<file path="src/rtl/vmem_pkg.sv">
// Shared defaults, address packing and clear-FSM states for the
// video frame buffer arbiter.
package vmem_pkg;

  localparam int DEF_H_BITS = 10;
  localparam int DEF_V_BITS = 9;
  localparam int DEF_DATA_W = 24;

  typedef enum logic [1:0] {
    ST_IDLE  = 2'd0,
    ST_DRAIN = 2'd1,
    ST_FILL  = 2'd2
  } clr_state_t;

  // Frame buffer address is {h, v}, h in the MSBs.
  function automatic logic [31:0] pack_addr(
    input logic [31:0] h,
    input logic [31:0] v,
    input int unsigned v_bits
  );
    return (h << v_bits) | v;
  endfunction

endpackage

</file>
<file path="src/rtl/vmem_wr_fifo.sv">
// Small synchronous write FIFO for queued pixel writes,
// pointers with wrap bit and asynchronous reset.
module vmem_wr_fifo #(
  parameter int WIDTH = 8,
  parameter int DEPTH = 4
) (
  input  logic             clock,
  input  logic             reset,
  input  logic             push,
  input  logic             pop,
  input  logic [WIDTH-1:0] din,
  output logic [WIDTH-1:0] head,
  output logic             full,
  output logic             empty
);

  localparam int PW = $clog2(DEPTH);

  logic [PW:0]      wr_ptr;
  logic [PW:0]      rd_ptr;
  logic [WIDTH-1:0] store [DEPTH];
  logic             do_push;
  logic             do_pop;

  assign do_push = push && !full;
  assign do_pop  = pop && !empty;

  always_ff @(posedge clock or posedge reset) begin
    if (reset) begin
      wr_ptr <= '0;
      rd_ptr <= '0;
    end else begin
      if (do_push) wr_ptr <= wr_ptr + 1'b1;
      if (do_pop)  rd_ptr <= rd_ptr + 1'b1;
    end
  end

  always_ff @(posedge clock) begin
    if (do_push) store[wr_ptr[PW-1:0]] <= din;
  end

  assign head  = store[rd_ptr[PW-1:0]];
  assign empty = (wr_ptr == rd_ptr);
  assign full  = (wr_ptr[PW] != rd_ptr[PW]) &&
                 (wr_ptr[PW-1:0] == rd_ptr[PW-1:0]);

endmodule

</file>
<file path="src/rtl/vmem_arbiter.sv">
// Single-port frame buffer arbiter: scan-out reads first, then
// clear-engine fill, then queued pixel writes on idle cycles.
module vmem_arbiter
  import vmem_pkg::*;
#(
  parameter int H_BITS     = DEF_H_BITS,
  parameter int V_BITS     = DEF_V_BITS,
  parameter int DATA_W     = DEF_DATA_W,
  parameter int FIFO_DEPTH = 4
) (
  input  logic                     clock,
  input  logic                     reset,
  input  logic                     scan_req,
  input  logic [H_BITS-1:0]        scan_h,
  input  logic [V_BITS-1:0]        scan_v,
  output logic                     scan_valid,
  output logic [DATA_W-1:0]        scan_data,
  input  logic                     wr_valid,
  output logic                     wr_ready,
  input  logic [H_BITS-1:0]        wr_h,
  input  logic [V_BITS-1:0]        wr_v,
  input  logic [DATA_W-1:0]        wr_data,
  input  logic                     clr_start,
  input  logic [DATA_W-1:0]        clr_color,
  output logic                     clr_busy,
  output logic                     clr_done,
  output logic                     mem_en,
  output logic                     mem_we,
  output logic [H_BITS+V_BITS-1:0] mem_addr,
  output logic [DATA_W-1:0]        mem_wdata,
  input  logic [DATA_W-1:0]        mem_rdata
);

  localparam int ADDR_W = H_BITS + V_BITS;
  localparam int ENT_W  = ADDR_W + DATA_W;
  localparam logic [ADDR_W-1:0] LAST = '1;

  clr_state_t        state;
  logic [ADDR_W-1:0] clr_cnt;
  logic [DATA_W-1:0] clr_col;
  logic [ADDR_W-1:0] scan_addr;
  logic [ADDR_W-1:0] wr_addr;
  logic [ENT_W-1:0]  fifo_head;
  logic              fifo_full;
  logic              fifo_empty;
  logic              fifo_push;
  logic              grant_fill;
  logic              grant_fifo;
  logic              scan_d1;

  assign scan_addr = ADDR_W'(pack_addr(32'(scan_h), 32'(scan_v), V_BITS));
  assign wr_addr   = ADDR_W'(pack_addr(32'(wr_h), 32'(wr_v), V_BITS));

  assign wr_ready   = !reset && !fifo_full && (state == ST_IDLE);
  assign fifo_push  = wr_valid && wr_ready;
  assign grant_fill = !scan_req && (state == ST_FILL);
  assign grant_fifo = !scan_req && (state != ST_FILL) && !fifo_empty;
  assign clr_busy   = (state != ST_IDLE);

  vmem_wr_fifo #(
    .WIDTH (ENT_W),
    .DEPTH (FIFO_DEPTH)
  ) u_fifo (
    .clock (clock),
    .reset (reset),
    .push  (fifo_push),
    .pop   (grant_fifo),
    .din   ({wr_addr, wr_data}),
    .head  (fifo_head),
    .full  (fifo_full),
    .empty (fifo_empty)
  );

  // Outputs are forced idle while reset is held, even if scan asks.
  always_comb begin
    mem_en    = 1'b0;
    mem_we    = 1'b0;
    mem_addr  = '0;
    mem_wdata = '0;
    if (!reset) begin
      unique case (1'b1)
        scan_req: begin
          mem_en   = 1'b1;
          mem_addr = scan_addr;
        end
        grant_fill: begin
          mem_en    = 1'b1;
          mem_we    = 1'b1;
          mem_addr  = clr_cnt;
          mem_wdata = clr_col;
        end
        grant_fifo: begin
          mem_en    = 1'b1;
          mem_we    = 1'b1;
          mem_addr  = fifo_head[ENT_W-1:DATA_W];
          mem_wdata = fifo_head[DATA_W-1:0];
        end
        default: ;
      endcase
    end
  end

  always_ff @(posedge clock or posedge reset) begin
    if (reset) begin
      state    <= ST_IDLE;
      clr_cnt  <= '0;
      clr_col  <= '0;
      clr_done <= 1'b0;
    end else begin
      clr_done <= 1'b0;
      case (state)
        ST_IDLE: begin
          if (clr_start) begin
            state   <= ST_DRAIN;
            clr_col <= clr_color;
          end
        end
        ST_DRAIN: begin
          if (fifo_empty) state <= ST_FILL;
        end
        ST_FILL: begin
          if (grant_fill) begin
            clr_cnt <= clr_cnt + 1'b1;
            if (clr_cnt == LAST) begin
              state    <= ST_IDLE;
              clr_done <= 1'b1;
            end
          end
        end
        default: state <= ST_IDLE;
      endcase
    end
  end

  // Request stage, then memory read stage, then data register.
  always_ff @(posedge clock or posedge reset) begin
    if (reset) begin
      scan_d1    <= 1'b0;
      scan_valid <= 1'b0;
      scan_data  <= '0;
    end else begin
      scan_d1    <= scan_req;
      scan_valid <= scan_d1;
      if (scan_d1) scan_data <= mem_rdata;
    end
  end

endmodule

</file>
<file path="config.mk">
export PLATFORM = sky130hd
export DESIGN_NAME = vmem_arbiter
export DESIGN_NICKNAME = d
export VERILOG_FILES = /design/src/rtl/vmem_pkg.sv /design/src/rtl/vmem_wr_fifo.sv /design/src/rtl/vmem_arbiter.sv
export SDC_FILE = /design/constraint.sdc
export NUM_CORES = 1
export LEC_CHECK = 0
export BUFFER_PORTS_ARGS = -buffer_cell sky130_fd_sc_hd__buf_2
export CAP_MARGIN = 20
export CORE_MARGIN = 5
export CORE_UTILIZATION = 55
export CTS_CLUSTER_SIZE = 24
export DETAILED_ROUTE_END_ITERATION = 12
export GPL_TIMING_DRIVEN = 0
export HOLD_SLACK_MARGIN = 0.08
export PLACE_DENSITY = 0.91
export SYNTH_ARGS = -nofsm -noshare
export SYNTH_HDL_FRONTEND = slang
export SYNTH_HIERARCHICAL = 1
export SYNTH_SLANG_ARGS = --single-unit
</file>
<file path="constraint.sdc">
create_clock -name clock -period 4.17 [get_ports clock]
set_clock_uncertainty 0.15 [all_clocks]
set_input_delay 0.2085 -clock clock [delete_from_list [all_inputs] [get_ports clock]]
set_output_delay 0.2085 -clock clock [all_outputs]
set_load 0.01 [all_outputs]
</file>
==> summary.txt <==
DIE WIDTH: 146 um
Detailed Route WL: 25.2 mm
Antenna violations before repair: 1
Worst path slowest cell: clkbuf_1
WP buf/inv: 7
Clk_lat worst skew: 520 ps
DR vias: 6710
Peak supply drop: 0.448 mV
Slew HR: 0.343
Yosys warns: 6
Hold Crit Class: flip-flop to flip-flop
Cell count after synthesis: 580
Total Power: 7.57 mW
Worst reg2reg path depth: 10
F_max: 275 MHz
Post-DRT Antenna Nets: 0
First-pass GRT wire length: 39.5 mm
I/O pins: 188
Largest area contributor in the netlist: edfxtp_1
Leakage power: 5.24 nW
Via density per instance: 5.83
Hold_sp: scan_d1$_DFF_PP0_
Hold depth: 0
Fraction of layout cells with a size suffix above 1: 0.370
Die Y: 146 um
WL per Instance: 21.9 um
Asr flop ratio synth: 0.312
Final worst slack: 531 ps
WP data required: 3810 ps
Crit path kind: input port to output pin
Endpoints failing hold: 0
# port buffers: 187
CTS Buffer Depth: 3
Max stage delay on crit path: 730 ps
RSZ-0062 raised after global routing: false
RePlAce Congestion: 0.837
Core area: 0.0181 sq mm
Crit-path max FO: 48
Period utilization: 0.873
Row count: 49
Setup WS pre-CTS: 1120 ps
Mean Syn Cell Area: 17.7 sq um
Yosys cell types: 45
Most frequent cells after synthesis: 172 x edfxtp_1, 78 x dfrtp_1, 52 x nor2_1
R2r setup slk: 1060 ps
Ranking of synthesized cells by area: edfxtp_1 50%, dfrtp_1 19%, mux4_2 9.5%
CTS sink count: 250
Syn nets: 701
Critical-path cell list: dlygate4sd3_1 > buf_2 > clkbuf_1 > inv_4 > buf_16 > o31ai_1 > clkbuf_1 > nor2_1 > buf_2
RR Endpoint: u_fifo/store[3][21]$_DFFE_PP_
Grt total ovfl: 0
Cell with the most instances after synthesis: edfxtp_1
Met2 Usage GRT: 0.403
Seq/Total Area, Yosys: 0.695
CTS root buf: clkbuf_16
Worst-Margin Slew: 986 ps
Largest net degree at the start of global routing: 49
Die ar.: 0.0214 sq mm
CP Launch Type: input port
GR met1 Demand/Resource: 0.309
Synthesized flop and latch total: 250
Initial core utilization: 0.564
Post-synthesis instance area: 0.0102 sq mm
Crit path depth: 9
H-tree levels: 1
CP delay by family, top: buffers and inverters
Share of the synthesized area in the top cell type: 0.505
DR iter-0 viols: 539
HPWL after detailed placement: 15.5 mm
Resize count post-CTS: 0
Gr usage total: 0.235
CTS clock-pin slew for the worst setup and hold paths: 60 ps
Number of enable flip-flop cells after synthesis: 172
Vias in the first global route: 7093
Arrival time worst endpoint: 3280 ps
Fin nets: 1022
Total CTS buffers: 26
Pwr Density: 563 mW/mm^2
Setup_tns: 0 ps
Min Clock Period, post-route: 3640 ps
Status: finished clean
Total of max-cap violations: 0
Final Max Slew Viols: 0
Met3 usage: 0.0496
RR Startpoint: u_fifo/rd_ptr[0]$_DFFE_PP0P_
CTS tree: done
CP endpoint kind: output pin
DRC violations left: 0
Synth-to-Final Area Change: 31.4%
Hold EP: scan_valid$_DFF_PP0_
Finish-stage setup viols: 0
Ys flop type: edfxtp_1
GR peak layer: met2
1st-pass router iterations: 7
sequential cells by signal, indices dropped and copies added (netlist names):
name / flops
u_fifo/rd_ptr: 3
clr_col: 24
clr_cnt: 19
scan_d1: 1
clr_done: 1
u_fifo/store: 172
scan_data: 24
scan_valid: 1
u_fifo/wr_ptr: 3
state: 2
worst max path at each step:
stage | startpoint | endpoint | slack, ps
6_report | reset | mem_addr[18] | 530
3_5_place_dp | reset | mem_addr[17] | 1120
5_1_grt | reset | mem_addr[17] | 400
2_1_floorplan | u_fifo/rd_ptr[0]$_DFFE_PP0P_ | u_fifo/store[3][0]$_DFFE_PP_ | 690
3_3_place_gp | reset | mem_addr[17] | -340
4_1_cts | reset | mem_addr[17] | 560
logic make-up (layout without fill, tap and decap cells):
family	count (synthesis)	after routing	share of synthesized area
flip-flops	250	250	0.695
adder cells (fa/ha/maj)	6	6	0.00733
XOR/XNOR	27	27	0.0253
AO/OA/AOI/OAI	59	59	0.0477
multiplexers	93	93	0.149
AND/OR/NAND/NOR	104	104	0.0539
buffers and inverters	41	382	0.0211
other	0	1	0
power by group:
group / switching, mW / internal [mW]
clock network: 0.897 / 1.30
logic: 1.16 / 1.06
registers: 0.189 / 2.97
final cells by class:
class	count	area [sq um]
Antenna cell	1	2.50
Buffer	32	183
Clock buffer	36	738
Clock inverter	12	97.6
Fill cell	1047	4690
Inverter	9	36.3
Multi-Input combinational cell	289	2920
Sequential cell	250	7120
Tap cell	229	287
Timing Repair Buffer	293	2080
worst reg2reg max path: cells and delay by family (launching register included):
family,cells,cell delay (ps)
AND/OR/NAND/NOR,4,870
flip-flops,1,400
XOR/XNOR,1,220
buffers and inverters,4,660
AO/OA/AOI/OAI,1,520
layout by cell type, fill, tap and decap left out, types with 11 or more instances in the layout:
cell type	netlist	routed
clkbuf_16	0	26
clkbuf_1	11	16
buf_2	14	201
nand3_1	11	11
mux2_2	24	24
mux4_2	43	43
a222oi_1	18	18
edfxtp_1	172	172
mux2_1	25	25
nor2_1	52	52
a22oi_1	24	24
dlygate4sd3_1	0	100
dfrtp_1	78	78
xnor2_1	19	19
per-stage QoR:
stage / cell area, sq um / util / instances / hold slack (ps)
6_report: 13500 / 0.742 / 1151 / 230
5_1_grt: 13500 / 0.742 / 1151 / 251
4_1_cts: 13500 / 0.741 / 1150 / 232
3_5_place_dp: 11600 / 0.640 / 1002 / 0.599
3_3_place_gp: 11500 / 0.631 / 996 / -0.422
2_1_floorplan: 10200 / - / 580 / -151
routing by layer:
metal  vias to the layer above  part of all wire
li1                       2937                 -
met1                      3357              0.39
met2                       364              0.50
met3                        52             0.081
met4                         0             0.027
met5                         -                 0
what timing repair did:
item / 4_1_cts / 5_1_grt
buffers inserted: 0 / 0
hold endpoints to repair: 229 / 0
hold buffers: 100 / 0
Power figures use the tool's default switching activity.
